<file path="config.mk">
export PLATFORM = sky130hd
export DESIGN_NAME = calc_engine
export DESIGN_NICKNAME = d
export VERILOG_FILES = /design/src/rtl/calc_pkg.sv /design/src/rtl/calc_muldiv_iter.sv /design/src/rtl/calc_engine.sv
export SDC_FILE = /design/constraint.sdc
export NUM_CORES = 1
export LEC_CHECK = 0
export ABC_CLOCK_PERIOD_IN_PS = 3300
export CORE_MARGIN = 4
export CORE_UTILIZATION = 40
export DETAILED_ROUTE_END_ITERATION = 12
export PLACE_DENSITY_LB_ADDON = 0.15
export SETUP_SLACK_MARGIN = 0.15
export SLEW_MARGIN = 20
export SYNTH_ARGS = -nofsm -noshare
export SYNTH_HDL_FRONTEND = slang
export SYNTH_SLANG_ARGS = --single-unit
</file>
<file path="constraint.sdc">
create_clock -name hclk_i -period 3.3 [get_ports hclk_i]
set_clock_uncertainty 0.1 [all_clocks]
set_input_delay 0.66 -clock hclk_i [delete_from_list [all_inputs] [get_ports hclk_i]]
set_output_delay 0.66 -clock hclk_i [all_outputs]
set_load 0.01 [all_outputs]
</file>
<file path="src/rtl/calc_pkg.sv">
// Shared types and constants for the calc_engine arithmetic block.
// The iteration count and divide-by-zero quotient assume the default 16-bit operand width.
package calc_pkg;

    typedef enum logic [1:0] {
        OP_ADD = 2'b00,
        OP_SUB = 2'b01,
        OP_MUL = 2'b10,
        OP_DIV = 2'b11
    } opcode_e;

    typedef enum logic [1:0] {
        IDLE = 2'd0,
        EXEC = 2'd1,
        DONE = 2'd2
    } state_e;

    localparam int                CNT_W     = 4;
    localparam logic [CNT_W-1:0]  ITER_LAST = 4'd15;
    localparam logic [15:0]       DIV0_QUOT = 16'hFFFF;

endpackage

</file>
<file path="src/rtl/calc_muldiv_iter.sv">
// Shared 32-bit accumulator for shift-add multiply and restoring divide, one step per cycle.
// The divider step exists only when CALC_DIV_EN is defined.
module calc_muldiv_iter
    import calc_pkg::*;
#(
    parameter int OPW = 16
) (
    input  logic             hclk_i,
    input  logic             hresetn_i,
    input  logic             start,
    input  logic [1:0]       opcode,
    input  logic [OPW-1:0]   operand_a,
    input  logic [OPW-1:0]   operand_b,
    input  logic             step,
    output logic             last,
    output logic [2*OPW-1:0] value
);

    logic [2*OPW-1:0] acc;
    logic [OPW-1:0]   operand_q;
    logic [CNT_W-1:0] count;
    logic [OPW:0]     mul_sum;
    logic [2*OPW-1:0] mul_next;
`ifdef CALC_DIV_EN
    logic             is_div;
    logic [OPW:0]     div_shift;
    logic [OPW:0]     div_trial;
    logic [2*OPW-1:0] div_next;
`endif

    // Multiply: acc = {partial product, remaining multiplier bits}, shifted right each step
    always_comb begin
        mul_sum  = {1'b0, acc[2*OPW-1:OPW]} + (acc[0] ? {1'b0, operand_q} : '0);
        mul_next = {mul_sum, acc[OPW-1:1]};
    end

`ifdef CALC_DIV_EN
    // Divide: acc = {remainder, dividend/quotient}, shifted left each step
    always_comb begin
        div_shift = {acc[2*OPW-1:OPW], acc[OPW-1]};
        div_trial = div_shift - {1'b0, operand_q};
        if (!div_trial[OPW]) begin
            div_next = {div_trial[OPW-1:0], acc[OPW-2:0], 1'b1};
        end else begin
            div_next = {div_shift[OPW-1:0], acc[OPW-2:0], 1'b0};
        end
    end

    assign value = is_div ? div_next : mul_next;
`else
    assign value = mul_next;
`endif

    assign last = (count == ITER_LAST);

    always_ff @(posedge hclk_i or negedge hresetn_i) begin
        if (!hresetn_i) begin
            acc       <= '0;
            operand_q <= '0;
            count     <= '0;
`ifdef CALC_DIV_EN
            is_div    <= 1'b0;
`endif
        end else if (start) begin
            count <= '0;
`ifdef CALC_DIV_EN
            is_div <= (opcode == OP_DIV);
`endif
            if (opcode == OP_DIV) begin
`ifdef CALC_DIV_EN
                acc       <= {{OPW{1'b0}}, operand_a};
                operand_q <= operand_b;
`else
                acc       <= '0;
                operand_q <= '0;
`endif
            end else begin
                acc       <= {{OPW{1'b0}}, operand_b};
                operand_q <= operand_a;
            end
        end else if (step) begin
            acc   <= value;
            count <= count + CNT_W'(1);
        end
    end

endmodule

</file>
<file path="src/rtl/calc_engine.sv">
// Arithmetic engine behind the AHB register interface: ADD/SUB in one cycle, MUL/DIV in 16.
// Define CALC_DIV_EN to build the divider; otherwise DIV completes at once with an error.
module calc_engine
    import calc_pkg::*;
#(
    parameter int OPW = 16
) (
    input  logic             hclk_i,
    input  logic             hresetn_i,
    input  logic             enable_i,
    input  logic [1:0]       opcode_i,
    input  logic [OPW-1:0]   operate_a_i,
    input  logic [OPW-1:0]   operate_b_i,
    output logic [2*OPW-1:0] result_o,
    output logic             busy_o,
    output logic             done_o,
    output logic             err_o
);

    state_e           state;
    state_e           state_next;
    logic             enable_d;
    logic             start;
    opcode_e          op_q;
    logic [OPW-1:0]   a_q;
    logic [OPW-1:0]   b_q;
    logic             iter_last;
    logic [2*OPW-1:0] iter_value;
    logic             load_result;
    logic [2*OPW-1:0] result_next;
    logic             err_next;
    logic [OPW:0]     add_sum;

    assign start  = enable_i & ~enable_d & (state == IDLE);
    assign busy_o = (state == EXEC);
    assign done_o = (state == DONE);

    calc_muldiv_iter #(
        .OPW (OPW)
    ) u_muldiv (
        .hclk_i    (hclk_i),
        .hresetn_i (hresetn_i),
        .start     (start),
        .opcode    (opcode_i),
        .operand_a (operate_a_i),
        .operand_b (operate_b_i),
        .step      (busy_o),
        .last      (iter_last),
        .value     (iter_value)
    );

    always_ff @(posedge hclk_i or negedge hresetn_i) begin
        if (!hresetn_i) begin
            state <= IDLE;
        end else begin
            state <= state_next;
        end
    end

    // The result is loaded exactly when EXEC hands over to DONE
    always_comb begin
        state_next  = state;
        load_result = 1'b0;
        result_next = '0;
        err_next    = 1'b0;
        add_sum     = {1'b0, a_q} + {1'b0, b_q};
        case (state)
            IDLE: begin
                if (start) begin
                    state_next = EXEC;
                end
            end
            EXEC: begin
                case (op_q)
                    OP_ADD: begin
                        load_result = 1'b1;
                        result_next = {{(OPW-1){1'b0}}, add_sum};
                    end
                    OP_SUB: begin
                        load_result = 1'b1;
                        result_next = {{OPW{1'b0}}, a_q} - {{OPW{1'b0}}, b_q};
                    end
                    OP_MUL: begin
                        load_result = iter_last;
                        result_next = iter_value;
                    end
                    OP_DIV: begin
`ifdef CALC_DIV_EN
                        if (b_q == '0) begin
                            load_result = 1'b1;
                            result_next = {a_q, DIV0_QUOT};
                            err_next    = 1'b1;
                        end else begin
                            load_result = iter_last;
                            result_next = iter_value;
                        end
`else
                        load_result = 1'b1;
                        result_next = '0;
                        err_next    = 1'b1;
`endif
                    end
                    default: ;
                endcase
                if (load_result) begin
                    state_next = DONE;
                end
            end
            DONE:    state_next = IDLE;
            default: state_next = IDLE;
        endcase
    end

    // Operands are captured only on an accepted start, so changes while busy are ignored
    always_ff @(posedge hclk_i or negedge hresetn_i) begin
        if (!hresetn_i) begin
            enable_d <= 1'b0;
            op_q     <= OP_ADD;
            a_q      <= '0;
            b_q      <= '0;
            result_o <= '0;
            err_o    <= 1'b0;
        end else begin
            enable_d <= enable_i;
            if (start) begin
                op_q  <= opcode_e'(opcode_i);
                a_q   <= operate_a_i;
                b_q   <= operate_b_i;
                err_o <= 1'b0;
            end
            if (load_result) begin
                result_o <= result_next;
                err_o    <= err_next;
            end
        end
    end

endmodule

</file>
==> reports/results.tsv <==
stage	metric	value	unit
synth	async_flop_share	100	%
layout	fin_cells	1170	
clock_tree	cts_tree	yes	
synth	synth.most_common_cell	nand2_1	
synth	yosysSeqAreaShare	40.9	%
setup_path	arrival	3.16	ns
clock_tree	clock_latency	0.42	ns
synth	synth_cells	860	
route	wl_per_cell	18.5	um
place	gp_congestion	0.901	
setup_path	endpoint	result_o[31]	
route	avgViaCountPerCell	5.45	
clock_tree	postCtsSetupBuffers	0	
setup_path	critPathCaptureType	flop	
clock_tree	cts_root_buf	clkbuf_16	
synth	syn_area_per_cell	8.67	um^2
worst_hold_path	worstHoldPathType	input port to asynchronous set/reset pin	
grt	grt_max_degree	72	
grt	overflow	0	
grt	grt_antenna_before_repair	0	
clock_tree	cts_buffer_depth	2	
setup_path	r2r_end	result_o[31]	
sta	report.final.slew_viol_count	0	
die	die_x	145	um
power	leakage	4.19	nW
place	portBuffers	71	
clock_tree	cts-resized-gates	0	
die	coreArea	18100	um^2
synth	synthTopCellsByArea	dfrtp_1 41%, nand2_1 8.7%, ha_1 8.2%	
synth	yosys-top-cells-count	172 x nand2_1, 122 x dfrtp_1, 73 x o21ai_0, 53 x a21oi_1, 49 x ha_1	
sta	slew_headroom	54.3	%
grt	grt_pass1_vias	6188	
route	ant_nets	0	
outcome	status	completed	
place	dp_hpwl	16000	um
layout	n_antenna_cell	0	
sta	fin_tns_setup	0	ns
setup_path	start_kind	flop	
synth	synth_edf_count	0	
power	power.density	1050	nW/um^2
synth	syn_nets	949	
grt	track_usage	21.6	%
synth	synth_cell_type_count	70	
clock_tree	path_clk_slew	0.05	ns
setup_path	rrSetupSlack	0.34	ns
die	die_area	20900	um^2
place	placed_area	8470	um^2
synth	yosys_warnings	0	
die	initial_utilization	41.1	%
sta	hold_viol	0	
clock_tree	cts_buffers	17	
setup_path	reg2reg_from	u_muldiv.operand_q[0]	
sta	finalCritPeriodShare	89.7	%
place	post-place-cells	1139	
power	ir_worst_vdd	416	uV
layout	stdcell_area	9040	um^2
die	num_rows	49	
sta	rsz0062_at_grt	false	
setup_path	critPathLaunch	u_muldiv.operand_q[0]	
die	die_height	145	um
layout	layout-drive-gt1-share	9.14	%
layout	nets	1018	
clock_tree	htree_levels	4	
setup_path	path_class	flop to flop	
route	drt_drc_violations_left	0	
setup_path	critPathRequiredTime	3.51	ns
route	vias	6380	
job	cap_violations	0	
synth	synth_seq_cells	122	
synth	synth_flop_cell	dfrtp_1	
sta	setup_violations	0	
route	firstDrtPassIters	5	
synth	yosysTopAreaCell	dfrtp_1	
synth	yosysTopAreaCellShare	40.9	%
sta	fin_crit	2.96	ns
sta	worst_slew_pin_slew	0.685	ns
setup_path	rr_worst_depth	11	
die	io_pins	72	
route	drt_iter0_markers	463	
synth	synth_area	7460	um^2
route	wirelength	21600	um
layout	area_delta_synth_final	21.3	%
clock_tree	hold_buffers	0	
setup_path	critPathMaxFanout	4	
grt	grt_pass1_wl	34600	um
clock_tree	cts.sinks	122	
sta	max_freq	338	MHz
-- kinds of logic (layout without fill, tap and decap cells) --
family                     Yosys count  in the layout  share of synthesized area [%]
muxes                                2              2                          0.268
buffers and inverters               87            168                           4.88
DFF                                122            122                           40.9
AOI/OAI and AO/OA                  250            250                           22.4
xor gates and xnor gates            29             29                           3.41
adders and majority gates           52             52                           9.03
and+or+nand+nor                    318            318                           19.1
-- routing by layer --
metal	share of wire (%)	track usage, %	vias up	wire, um
li1	-	-	3141	-
met1	52	33.3	3020	11300
met2	41	30.9	191	8910
met3	4.9	3.24	28	1060
met4	1.7	6.68	0	369
met5	0	0	-	0
-- stage by stage --
stage	worst slack [ns]	utilization (%)	hold slack (ns)	power, mW
6_report	0.341	49.8	0.166	9.48
5_1_grt	0.159	49.8	0.218	10.2
4_1_cts	0.327	49.8	0.195	9.48
3_5_place_dp	0.332	46.7	0.348	7.58
3_3_place_gp	0.357	46.7	0.349	7.54
2_1_floorplan	0.315	-	0.264	5.89
-- cells in the final DEF (no fill, tap or decap), types with 12 or more instances in the layout --
cell and count:
a31oi_1 12, a22oi_1 13, nand3_1 41, nor2_1 41, nand2_1 172, ha_1 49, xnor2_1 16, buf_4 25
dfrtp_1 122, and2_1 17, o21ai_0 73, inv_1 39, clkbuf_16 17, a21oi_1 53, clkdlybuf4s50_1 70, xor2_1 13
-- cell type report --
class	instances	area, um^2
Clock inverter	10	125
Tap cell	229	287
Inverter	40	150
Fill cell	1764	9100
Timing Repair Buffer	97	928
Clock buffer	21	450
Multi-Input combinational cell	651	4050
Sequential cell	122	3050
-- sequential cells by signal, indices dropped and copies added, names as in the netlist --
signal              cells
b_q                    16
u_muldiv.acc           32
err_o                   1
result_o               32
state                   2
enable_d                1
a_q                    16
u_muldiv.count          4
u_muldiv.operand_q     16
op_q                    2
-- report_power, final --
part / internal [mW] / switching [mW]
Clock: 1.19 / 0.668
Sequential: 2.12 / 0.470
Combinational: 2.08 / 2.95
Total: 5.39 / 4.09
-- worst min-delay path by stage --
stage	cells after the start	endpoint
2_1_floorplan	0	a_q[0]
6_report	1	a_q[6]
3_3_place_gp	2	u_muldiv.operand_q[11]
5_1_grt	1	a_q[7]
3_5_place_dp	2	u_muldiv.operand_q[0]
4_1_cts	1	a_q[6]
-- critical path, stage by stage (launching register included) --
cell and delay, ns:
dfrtp_1 0.37, and2_1 0.16, ha_1 0.24, fa_1 0.46
a211oi_2 0.20, nor2_1 0.09, o21ai_2 0.22, o21ai_2 0.08
or4_1 0.41, a31oi_1 0.22, o21ai_1 0.08, a22o_1 0.21
Note: power is estimated with default switching activity, not from simulation.
